[config.mk]
export PLATFORM = sky130hd
export DESIGN_NAME = seq_bit_serializer
export DESIGN_NICKNAME = d
export VERILOG_FILES = /design/src/rtl/seq_bit_serializer_pkg.sv /design/src/rtl/seq_hold_reg.sv /design/src/rtl/seq_bit_serializer.sv
export SDC_FILE = /design/constraint.sdc
export NUM_CORES = 1
export LEC_CHECK = 0
export ABC_AREA = 0
export CAP_MARGIN = 40
export CORE_ASPECT_RATIO = 1.4
export CORE_MARGIN = 2
export CORE_UTILIZATION = 57
export DETAILED_ROUTE_END_ITERATION = 10
export GPL_TIMING_DRIVEN = 0
export PLACE_DENSITY_LB_ADDON = 0.12
export SLEW_MARGIN = 30
export SYNTH_ARGS = -nofsm -noshare
export SYNTH_HDL_FRONTEND = slang
export SYNTH_HIERARCHICAL = 1
export SYNTH_SLANG_ARGS = --single-unit
[constraint.sdc]
create_clock -name clk -period 5.3 [get_ports clk]
set_clock_uncertainty 0.15 [all_clocks]
set_input_delay 0.795 -clock clk [delete_from_list [all_inputs] [get_ports clk]]
set_output_delay 0.795 -clock clk [all_outputs]
set_load 0.1 [all_outputs]
[src/rtl/seq_bit_serializer_pkg.sv]
// Shared definitions for the bit serializer and the downstream detector bench.
package seq_bit_serializer_pkg;

    // Serializer FSM states; encodings are shared with the detector bench.
    typedef enum logic {
        S_IDLE  = 1'b0,
        S_SHIFT = 1'b1
    } state_e;

    // Default level driven on x while no word is being shifted.
    localparam logic IDLE_BIT_DEFAULT = 1'b0;

endpackage : seq_bit_serializer_pkg

[src/rtl/seq_hold_reg.sv]
// One-entry holding buffer; a read and a write on the same edge leave it full
// with the newly written word.
module seq_hold_reg #(
    parameter int unsigned WIDTH = 8
) (
    input  logic             clk,
    input  logic             reset_n,
    input  logic             clr,
    input  logic             wr,
    input  logic             rd,
    input  logic [WIDTH-1:0] wdata,
    output logic [WIDTH-1:0] rdata,
    output logic             full,
    output logic             full_nxt_c
);

    logic [WIDTH-1:0] data_q, data_d;
    logic             full_q, full_d;

    // Next occupancy and contents; clear wins over everything.
    always_comb begin
        data_d = data_q;
        full_d = full_q;
        if (clr) begin
            data_d = '0;
            full_d = 1'b0;
        end else begin
            if (wr) begin
                data_d = wdata;
            end
            full_d = wr | (full_q & ~rd);
        end
    end

    // Buffer storage.
    always_ff @(posedge clk or negedge reset_n) begin
        if (!reset_n) begin
            data_q <= '0;
            full_q <= 1'b0;
        end else begin
            data_q <= data_d;
            full_q <= full_d;
        end
    end

    assign rdata      = data_q;
    assign full       = full_q;
    assign full_nxt_c = full_d;

endmodule : seq_hold_reg

[src/rtl/seq_bit_serializer.sv]
// Parallel-to-serial feeder for the sequence detector: valid/ready word input,
// one registered bit per clock on x, with a hold buffer for gapless streaming.
module seq_bit_serializer
    import seq_bit_serializer_pkg::*;
#(
    parameter int unsigned WIDTH     = 8,
    parameter bit          MSB_FIRST = 1'b1,
    parameter logic        IDLE_BIT  = IDLE_BIT_DEFAULT
) (
    input  logic             clk,
    input  logic             reset_n,
    input  logic [WIDTH-1:0] din,
    input  logic             din_valid,
    output logic             din_ready,
    input  logic             abort,
    output logic             x,
    output logic             x_valid,
    output logic             last_bit,
    output logic             busy
);

    localparam int unsigned CNT_W = (WIDTH > 1) ? $clog2(WIDTH) : 1;
    localparam logic [CNT_W-1:0] LAST_CNT = CNT_W'(WIDTH - 1);

    state_e           state_q, state_d;
    logic [WIDTH-1:0] shift_q, shift_d;
    logic [CNT_W-1:0] bit_cnt_q, bit_cnt_d;
    logic             x_q, x_d;
    logic             x_valid_q, x_valid_d;
    logic             last_bit_q, last_bit_d;
    logic             busy_q, busy_d;

    logic             hold_wr, hold_rd;
    logic             hold_full, hold_full_nxt_c;
    logic [WIDTH-1:0] hold_data;
    logic             at_last_c;
    logic             drain_c;
    logic             accept_c;

    seq_hold_reg #(
        .WIDTH (WIDTH)
    ) u_hold (
        .clk        (clk),
        .reset_n    (reset_n),
        .clr        (abort),
        .wr         (hold_wr),
        .rd         (hold_rd),
        .wdata      (din),
        .rdata      (hold_data),
        .full       (hold_full),
        .full_nxt_c (hold_full_nxt_c)
    );

    // Hold frees on the final-bit edge, so a new word may land there too.
    assign at_last_c = (state_q == S_SHIFT) && (bit_cnt_q == LAST_CNT);
    assign drain_c   = at_last_c & hold_full;
    assign din_ready = reset_n & ~abort & (~hold_full | drain_c);
    assign accept_c  = din_valid & din_ready;

    // Next-state, shifter, counter and hold control.
    always_comb begin
        state_d   = state_q;
        shift_d   = shift_q;
        bit_cnt_d = bit_cnt_q;
        hold_wr   = 1'b0;
        hold_rd   = 1'b0;
        if (abort) begin
            state_d   = S_IDLE;
            shift_d   = '0;
            bit_cnt_d = '0;
        end else begin
            unique case (state_q)
                S_IDLE: begin
                    if (accept_c) begin
                        state_d   = S_SHIFT;
                        shift_d   = din;
                        bit_cnt_d = '0;
                    end
                end
                S_SHIFT: begin
                    if (at_last_c) begin
                        bit_cnt_d = '0;
                        if (hold_full) begin
                            shift_d = hold_data;
                            hold_rd = 1'b1;
                            hold_wr = accept_c;
                        end else if (accept_c) begin
                            // Hold empty: the new word goes straight to the shifter.
                            shift_d = din;
                        end else begin
                            state_d = S_IDLE;
                            shift_d = '0;
                        end
                    end else begin
                        shift_d   = MSB_FIRST ? {shift_q[WIDTH-2:0], 1'b0}
                                              : {1'b0, shift_q[WIDTH-1:1]};
                        bit_cnt_d = bit_cnt_q + CNT_W'(1);
                        hold_wr   = accept_c;
                    end
                end
                default: begin
                    state_d = S_IDLE;
                end
            endcase
        end
    end

    // Registered outputs derived from the next shifter state.
    always_comb begin
        x_d        = IDLE_BIT;
        x_valid_d  = 1'b0;
        last_bit_d = 1'b0;
        busy_d     = hold_full_nxt_c;
        if (state_d == S_SHIFT) begin
            x_d        = MSB_FIRST ? shift_d[WIDTH-1] : shift_d[0];
            x_valid_d  = 1'b1;
            last_bit_d = (bit_cnt_d == LAST_CNT);
            busy_d     = 1'b1;
        end
    end

    // State, datapath and output registers.
    always_ff @(posedge clk or negedge reset_n) begin
        if (!reset_n) begin
            state_q    <= S_IDLE;
            shift_q    <= '0;
            bit_cnt_q  <= '0;
            x_q        <= IDLE_BIT;
            x_valid_q  <= 1'b0;
            last_bit_q <= 1'b0;
            busy_q     <= 1'b0;
        end else begin
            state_q    <= state_d;
            shift_q    <= shift_d;
            bit_cnt_q  <= bit_cnt_d;
            x_q        <= x_d;
            x_valid_q  <= x_valid_d;
            last_bit_q <= last_bit_d;
            busy_q     <= busy_d;
        end
    end

    assign x        = x_q;
    assign x_valid  = x_valid_q;
    assign last_bit = last_bit_q;
    assign busy     = busy_q;

endmodule : seq_bit_serializer
==> metrics.txt, run 1 <==
die outline height=59.6 µm; Worst setup SP type=primary input; largest buffer count on any clock path=2; Async S/R FF share, synth=1.00; crit path cell chain=clkdlybuf4s50_1 > clkbuf_1 > and3b_2 > clkdlybuf4s50_1 > buf_8; Fmax=0.274 GHz; slowest CP cell=clkdlybuf4s50_1; share of cells above drive strength 1=0.187; cells after synthesis=114; 1st-iter DRT viols=29; Final ANT Viol Nets=0; GR Overflow Total=0; die area=2610 µm²; worst path required time=4.36 ns; CTS tree=done; IO Pins=17; Final period util=0.688; Cell variety after synth=36; Final Hold Viols=0; WS Path Type=primary input to output port; hold buffers post-CTS=0; initial antenna violation count=0; Syn Area/Cell=11.1 µm²; antenna cells=0; Synth Register Bits=24; crit end category=output port; clock share of power=0.277; Sw Ratio=0.270; Synthesis Warnings=6; Int Power=258 µW; Inserted Clock Buffers=3; Rows=20; final WL=2.68 mm; Power Density=228 nW/µm²; P_leak=0.000663 µW; Vias=1003; Logic pwr share=0.181; Critical Path Max Stage Delay=0.61 ns; number of buffers added on ports=16; Seq/Total Area, Yosys=0.477; Final min period=3.64 ns; Synth-to-Final Area Change=23.3%; vias in the first global route=931; multi-input logic area=594 µm²; largest net degree at the start of global routing=30; worst-skew pair later-pin latency=0.32 ns; core footprint=2130 µm²; status=completed; drt wl/cell=16.6 µm; CP arrival=2.70 ns; Initial Util=0.592; clock sinks=24; Bufs and invs on worst path=4; Post-synth EDFFs=0; sequential share of power=0.543; relative slew slack=0.611; wire length of the first global-routing pass=4.42 mm; Hold Crit Class=primary input to async pin; Pwr Total=354 µW; DR vias/cell=6.23; Setup-failing EPs final=0; Crit path top cell by count=clkdlybuf4s50_1; CTS HTree Levels=1; DIE WIDTH=43.7 µm; RSZ-0062 raised after global routing=no; DRC=0; Clock transition at path regs=0.13 ns; Fillers=148; Post-CTS Setup Bufs=0; post_cts resized=0; synthesized cell area=1260 µm²; Slew @ Worst Pin=0.583 ns; Crit Path Max Fanout=10; Net Sw Power=95.7 µW; register area=601 µm²; Max-cap violations=0; HPWL Detailed=1.92 mm; Post-layout nets=154; Synth Flop Type=dfrtp_1; gpl congestion=0.789; clk root buf=clkbuf_4; max-slew violations=0; CP delay by family, top=buffers and inverters; VDD IR max=0.157 mV; syn_nets=128; DRT Pass-1 Iters=4; GRT Total Usage=0.232; TNS Setup=0 ns
routing by layer:
layer,vias to the layer above,share of wire,track usage
met1,483,0.44,0.312
met5,-,0,0
li1,478,-,-
met2,33,0.49,0.366
met4,0,0.031,0.134
met3,9,0.040,0.0183
stage by stage:
step / worst slack (ns) / utilization / hold WS [ns] / instances / area (µm²)
floorplan: 2.66 / - / 0.318 / 114 / 1260
global placement: 0.774 / 0.681 / 0.340 / 152 / 1450
detailed placement: 1.67 / 0.714 / 0.342 / 157 / 1520
CTS: 1.66 / 0.731 / 0.317 / 161 / 1550
global route: 1.57 / 0.731 / 0.358 / 161 / 1550
finish: 1.66 / 0.731 / 0.302 / 161 / 1550
cell families after synthesis:
family                     Yosys count  synth area share
muxes                               10            0.0794
DFF                                 24             0.477
buffers and inverters                9            0.0516
and+or+nand+nor                     35             0.171
AOI/OAI and AO/OA                   34             0.202
adders and majority gates            2            0.0199
flip-flops by register name, indices dropped and copies added (netlist names):
name and flops:
shift_q 8, u_hold/rdata 8, bit_cnt_q 3, state_q 1, x 1, busy 1
last_bit 1, u_hold/full 1
cells in the mapped netlist, types with 2 or more instances:
cell type / instances / share of area
a21oi_1: 8 / 0.032
a221oi_2: 2 / 0.024
a22o_1: 5 / 0.035
a32oi_1: 2 / 0.014
buf_6: 2 / 0.018
dfrtp_1: 24 / 0.48
ha_1: 2 / 0.020
inv_1: 2 / 0.0060
mux2i_1: 10 / 0.079
nand2_1: 4 / 0.012
nand2b_1: 2 / 0.0099
nor2_1: 14 / 0.042
nor3_1: 3 / 0.012
nor3_2: 2 / 0.016
o21ai_1: 2 / 0.0079
o22ai_1: 10 / 0.050
area by class of cell:
cell class / instances / area share
tap: 22 / 0.0177
multi-input combinational: 81 / 0.382
inverter: 2 / 0.00483
buffer: 7 / 0.0370
clock buffer: 4 / 0.0233
timing repair buffer: 21 / 0.148
sequential: 24 / 0.386
placed cells by master, fill, tap and decap left out, types with 2 or more instances in the layout:
master / count
inv_1: 2
mux2i_1: 10
a221oi_2: 2
o21ai_1: 2
buf_2: 2
ha_1: 2
a32oi_1: 2
buf_6: 2
nor3_1: 3
nand2b_1: 2
nand2_1: 4
clkdlybuf4s50_1: 15
dfrtp_1: 24
nor3_2: 2
clkbuf_8: 2
o22ai_1: 10
a21oi_1: 8
nor2_1: 14
clkbuf_4: 4
buf_8: 5
a22o_1: 5
power by group through the flow:
stage	Combinational, µW	Clock (µW)	Sequential, µW
after floorplan	29.1	0	202
after global placement	58.8	0	195
after detailed placement	64.0	0	196
after CTS	64.4	99.1	192
after global routing	69.3	104	193
final	64.0	98.0	192
final timing paths:
check | start | cells after the start | slack (ns) | end
setup / recovery | abort | 5 | 1.66 | din_ready
hold / removal | reset_n | 1 | 0.30 | last_bit$_DFF_PN0_
setup reg to reg | bit_cnt_q[0]$_DFF_PN0_ | 10 | 3.01 | busy$_DFF_PN0_
hold reg to reg | shift_q[4]$_DFFE_PN0P_ | 1 | 0.37 | shift_q[4]$_DFFE_PN0P_
max in group asynchronous | reset_n | 1 | 4.32 | x$_DFF_PN0_
min in group clk | shift_q[4]$_DFFE_PN0P_ | 1 | 0.37 | shift_q[4]$_DFFE_PN0P_
Power figures use the tool's default switching activity.
==> run 2: changes to the inputs <==
--- a/config.mk
+++ b/config.mk
@@ -9,7 +9,7 @@
 export CAP_MARGIN = 40
 export CORE_ASPECT_RATIO = 1.4
 export CORE_MARGIN = 2
-export CORE_UTILIZATION = 57
+export CORE_UTILIZATION = 53
 export DETAILED_ROUTE_END_ITERATION = 10
 export GPL_TIMING_DRIVEN = 0
 export PLACE_DENSITY_LB_ADDON = 0.12
==> constraint.sdc (replaced) <==
create_clock -name clk -period 3.4 [get_ports clk]
set_clock_uncertainty 0.15 [all_clocks]
set_input_delay 0.51 -clock clk [delete_from_list [all_inputs] [get_ports clk]]
set_output_delay 0.51 -clock clk [all_outputs]
set_load 0.1 [all_outputs]
==> run 2 against run 1 <==
Worst setup slack lost 1.4 ns. Sequential share of layout area is the same. Hold slack lost 0.26 ns. Cell count is the same. Die area grew 6.9%. First-iteration DRC count shrank 59%. Sequential power grew 56%. Combinational power grew 55%. Count of clock-buffer cells in the layout is the same. Register-to-register slack lost 1.9 ns. Utilization shrank 2.5 points. Via count shrank 2.6%.
==> metrics.txt, run 2 (synthesis results as in run 1) <==
crit end category=output port; status=completed; Crit Path Max Fanout=10; GR Overflow Total=0; DR vias/cell=6.07; Final min period=3.11 ns; antenna cells=0; Final period util=0.915; gpl congestion=0.807; Clock transition at path regs=0.13 ns; HPWL Detailed=1.88 mm; wire length of the first global-routing pass=4.55 mm; Final WS setup=0.288 ns; worst reg2reg endpoint=u_hold/rdata[6]$_DFFE_PN0P_; Inserted Clock Buffers=3; r2r setup slk=1.14 ns; TNS Setup=0 ns; share of cells above drive strength 1=0.187; clk root buf=clkbuf_4; number of buffers added on ports=16; die outline height=61.7 µm; die area=2790 µm²; Fmax=0.321 GHz; Post-CTS Setup Bufs=0; Max-cap violations=0; CTS tree=done; largest net degree at the start of global routing=30; Synth-to-Final Area Change=23.3%; P_leak=0.000663 µW; Post-layout nets=154; commonest non-fill, non-tap cell in the layout=dfrtp_1; CP arrival=2.45 ns; Final ANT Viol Nets=0; Post-Place Cells=157; largest buffer count on any clock path=2; drt wl/cell=16.2 µm; most frequent cells in the layout=dfrtp_1, clkdlybuf4s50_1, nor2_1; Power Density=349 nW/µm²; DIE WIDTH=45.2 µm; Non-Filler Instances=161; vias in the first global route=1026; hold buffers post-CTS=0; DRC=0; clock sinks=24; final WL=2.61 mm; core footprint=2200 µm²; WS Path Type=primary input to output port; max-slew violations=0; Final Hold Viols=0; Worst setup SP type=primary input; Setup-failing EPs final=0; worst reg-to-reg path cell count=9; Hold Crit Class=primary input to async pin; RSZ-0062 raised after global routing=no; IO Pins=17; WHS=0.0367 ns; pre-CTS WS=0.317 ns; Slew @ Worst Pin=0.587 ns; Rows=20; GRT Total Usage=0.223; CTS HTree Levels=1; post-layout util=0.706; initial antenna violation count=0; Initial Util=0.572; worst-skew pair later-pin latency=0.30 ns; post_cts resized=0; 1st-iter DRT viols=12; VDD IR max=0.285 mV; Vias=977; worst path required time=2.74 ns; DRT Pass-1 Iters=4; Worst R2R Start=bit_cnt_q[0]$_DFF_PN0_; relative slew slack=0.609
==> run 2: cell type report <==
type / instances / area (µm²)
multi-input cells: 81 / 594
clock buffers: 4 / 36.3
fillers: 175 / 648
flip-flops and latches: 24 / 601
plain buffers: 7 / 57.6
repair buffers: 21 / 230
well taps: 22 / 27.5
inverters: 2 / 7.51
==> run 2: worst max path at each step <==
stage | start | endpoint | slack (ns) | cells after the start
floorplan | state_q$_DFF_PN0_ | din_ready | 1.05 | 2
global placement | reset_n | din_ready | -0.57 | 3
detailed placement | abort | din_ready | 0.32 | 5
CTS | abort | din_ready | 0.30 | 5
global route | abort | din_ready | 0.21 | 5
finish | abort | din_ready | 0.29 | 5
==> run 2: worst max-delay path, cell delays in order <==
cell	delay, ns
clkdlybuf4s50_1	0.64
clkbuf_1	0.41
and3b_2	0.26
clkdlybuf4s50_1	0.45
buf_8	0.19
==> run 2: report_power, final <==
group,internal [µW],switching [µW]
Combinational,42.8,56.7
Sequential,294,5.03
Clock,65.2,77.8
Total,402,140
==> run 2: metal layers <==
layer / wire length (µm) / part of all wire / GRT usage
met3: 58 / 0.022 / 0.0173
met5: 0 / 0 / 0
met4: 19 / 0.0073 / 0.0714
met1: 1120 / 0.43 / 0.272
met2: 1410 / 0.54 / 0.412
==> run 2: through the flow <==
step | instance area, µm² | power [µW]
finish | 1550 | 542
global route | 1550 | 570
CTS | 1550 | 550
detailed placement | 1520 | 405
global placement | 1450 | 396
floorplan | 1260 | 361
==> run 3: changes to the inputs <==
--- a/config.mk
+++ b/config.mk
@@ -16,5 +16,4 @@
 export SLEW_MARGIN = 30
 export SYNTH_ARGS = -nofsm -noshare
 export SYNTH_HDL_FRONTEND = slang
-export SYNTH_HIERARCHICAL = 1
 export SYNTH_SLANG_ARGS = --single-unit
==> run 3 against run 2 <==
Sequential share of layout area shrank 0.34 points. Die area grew 1.8%. Maximum frequency shrank 3.1%. Critical path depth grew 1. Synthesized area grew 2.0%. Cell count grew 3.7%. Utilization shrank 3.5 points. Critical endpoint unchanged. Largest cell class is now multi-input combinational cells. Clock power shrank 16%. Wire length grew 9.9%.
==> metrics.txt, run 3 <==
register area=601 µm²; Hold Crit Class=primary input to async pin; initial antenna violation count=0; GR Overflow Total=0; crit end category=output port; Fmax=0.311 GHz; Crit Path Max Fanout=10; multi-input logic area=637 µm²; antenna cells=0; synthesized cell area=1280 µm²; Sw Ratio=0.291; WS Path Type=primary input to output port; Synth Flop Type=dfrtp_1; Synth-to-Final Area Change=22.0%; max-slew violations=0; hold buffers post-CTS=0; met2 GRT Util=0.370; post_cts resized=0; Net Sw Power=163 µW; clock share of power=0.214; vias in the first global route=1073; post-layout util=0.670; Synth Register Bits=24; DIE WIDTH=45.6 µm; clock sinks=24; Crit path top cell by count=clkdlybuf4s50_1; Rows=21; Initial Util=0.549; Final Hold Viols=0; number of buffers added on ports=16; Fillers=171; worst-skew pair later-pin latency=0.30 ns; Async S/R FF share, synth=1.00; Final ANT Viol Nets=0; Power Density=357 nW/µm²; Final min period=3.21 ns; gpl congestion=0.810; Vias=1036; Cell variety after synth=31; Syn Area/Cell=10.7 µm²; Setup-failing EPs final=0; CP arrival=2.55 ns; largest buffer count on any clock path=2; CTS tree=done; global route hottest layer=met2; final WL=2.87 mm; cells after synthesis=120; status=completed; sequential share of power=0.552; most frequent cells in the layout=dfrtp_1, clkdlybuf4s50_1, nor2b_1; die area=2840 µm²; most frequent cells after synthesis=dfrtp_1, nor2b_1, mux2_2, o21ai_0; wire length of the first global-routing pass=4.84 mm; syn_nets=134; worst reg2reg endpoint=u_hold.rdata[7]$_DFFE_PN0P_; Inserted Clock Buffers=3; Worst R2R Start=bit_cnt_q[0]$_DFF_PN0_; share of cells above drive strength 1=0.188; VDD IR max=0.248 mV; Logic pwr share=0.234; worst path required time=2.74 ns; P_leak=0.000720 µW; relative slew slack=0.580; Synthesis Warnings=0; Max-cap violations=0; largest net degree at the start of global routing=30; core footprint=2340 µm²; Int Power=396 µW; Seq/Total Area, Yosys=0.467; Yosys top cell area share=0.467; DRC=0; Global Route met1 Usage=0.294; 1st-iter DRT viols=50; pre-CTS WS=0.209 ns; crit path cell chain=clkdlybuf4s50_1 > buf_2 > clkbuf_1 > and3b_1 > clkdlybuf4s50_1 > buf_8; Final WS setup=0.189 ns; commonest non-fill, non-tap cell in the layout=dfrtp_1; GRT Total Usage=0.227; top area cells in the synthesized netlist=dfrtp_1, mux2_2, nor2b_1; Worst setup SP type=primary input; Synth area leader=dfrtp_1; clk root buf=clkbuf_4; drt wl/cell=17.2 µm; cell with the most instances after synthesis=dfrtp_1; Post-CTS Setup Bufs=0; RSZ-0062 raised after global routing=no; CP delay by family, top=buffers and inverters; die outline height=62.3 µm; slowest CP cell=clkdlybuf4s50_1; worst reg-to-reg path cell count=5; Bufs and invs on worst path=5; M3 GR Usage=0.0174; Slew @ Worst Pin=0.630 ns; Critical Path Max Stage Delay=0.49 ns; Final period util=0.944; Post-layout nets=160; Clock transition at path regs=0.12 ns; DRT Pass-1 Iters=4; DR vias/cell=6.20; IO Pins=17; r2r setup slk=1.20 ns; CTS HTree Levels=1; Post-synth EDFFs=0
run 3: cell types whose count changed after synthesis, sizes merged, moves of 4 or more:
cell,before,now
a22o,5,0
a32o,0,6
o22ai,10,0
and3b,1,7
mux2,0,9
a21oi,9,3
mux2i,10,1
o22a,1,6
o21ai,2,9
nor3,5,1
nor2,14,7
nor2b,1,12
run 3: through the flow:
step / setup TNS (ns) / power (µW) / area, µm² / cells / hold WS (ns)
3_5_place_dp: 0 / 445 / 1540 / 164 / 0.336
4_1_cts: 0 / 568 / 1570 / 167 / 0.0564
6_report: 0 / 559 / 1570 / 167 / 0.0545
2_1_floorplan: 0 / 390 / 1280 / 120 / 0.0644
5_1_grt: 0 / 588 / 1570 / 167 / 0.0903
3_3_place_gp: -0.530 / 431 / 1470 / 159 / 0.319
run 3: worst max-delay path by stage:
stage,depth (start not counted),from,end
after floorplan,4,state_q$_DFF_PN0_,din_ready
after global placement,3,reset_n,din_ready
after detailed placement,6,abort,din_ready
after CTS,8,bit_cnt_q[0]$_DFF_PN0_,din_ready
after global routing,8,bit_cnt_q[0]$_DFF_PN0_,din_ready
final,6,abort,din_ready
run 3: routing by layer:
metal | part of all wire | vias up
li1 | - | 490
met1 | 0.43 | 513
met2 | 0.53 | 29
met3 | 0.031 | 4
met4 | 0.010 | 0
met5 | 0 | -
run 3: kinds of logic after synthesis:
logic type      after synthesis  share of synthesized area
buf+inv                      11                     0.0370
fa+ha+maj                     2                     0.0195
flops                        24                      0.467
mux                          10                     0.0867
compound gates               31                      0.179
simple gates                 42                      0.210
run 3: layout make-up:
class | instances | area share
Buffer | 8 | 0.0239
Clock buffer | 3 | 0.0144
Inverter | 3 | 0.00718
Multi-Input combinational cell | 85 | 0.406
Sequential cell | 24 | 0.383
Tap cell | 23 | 0.0184
Timing Repair Buffer | 21 | 0.147
run 3: power groups by stage:
stage	combinational (µW)	clock [µW]	sequential, µW
after floorplan	59.0	0	331
after global placement	118	0	313
after detailed placement	130	0	314
after CTS	131	128	309
after global routing	141	136	311
final	131	120	309
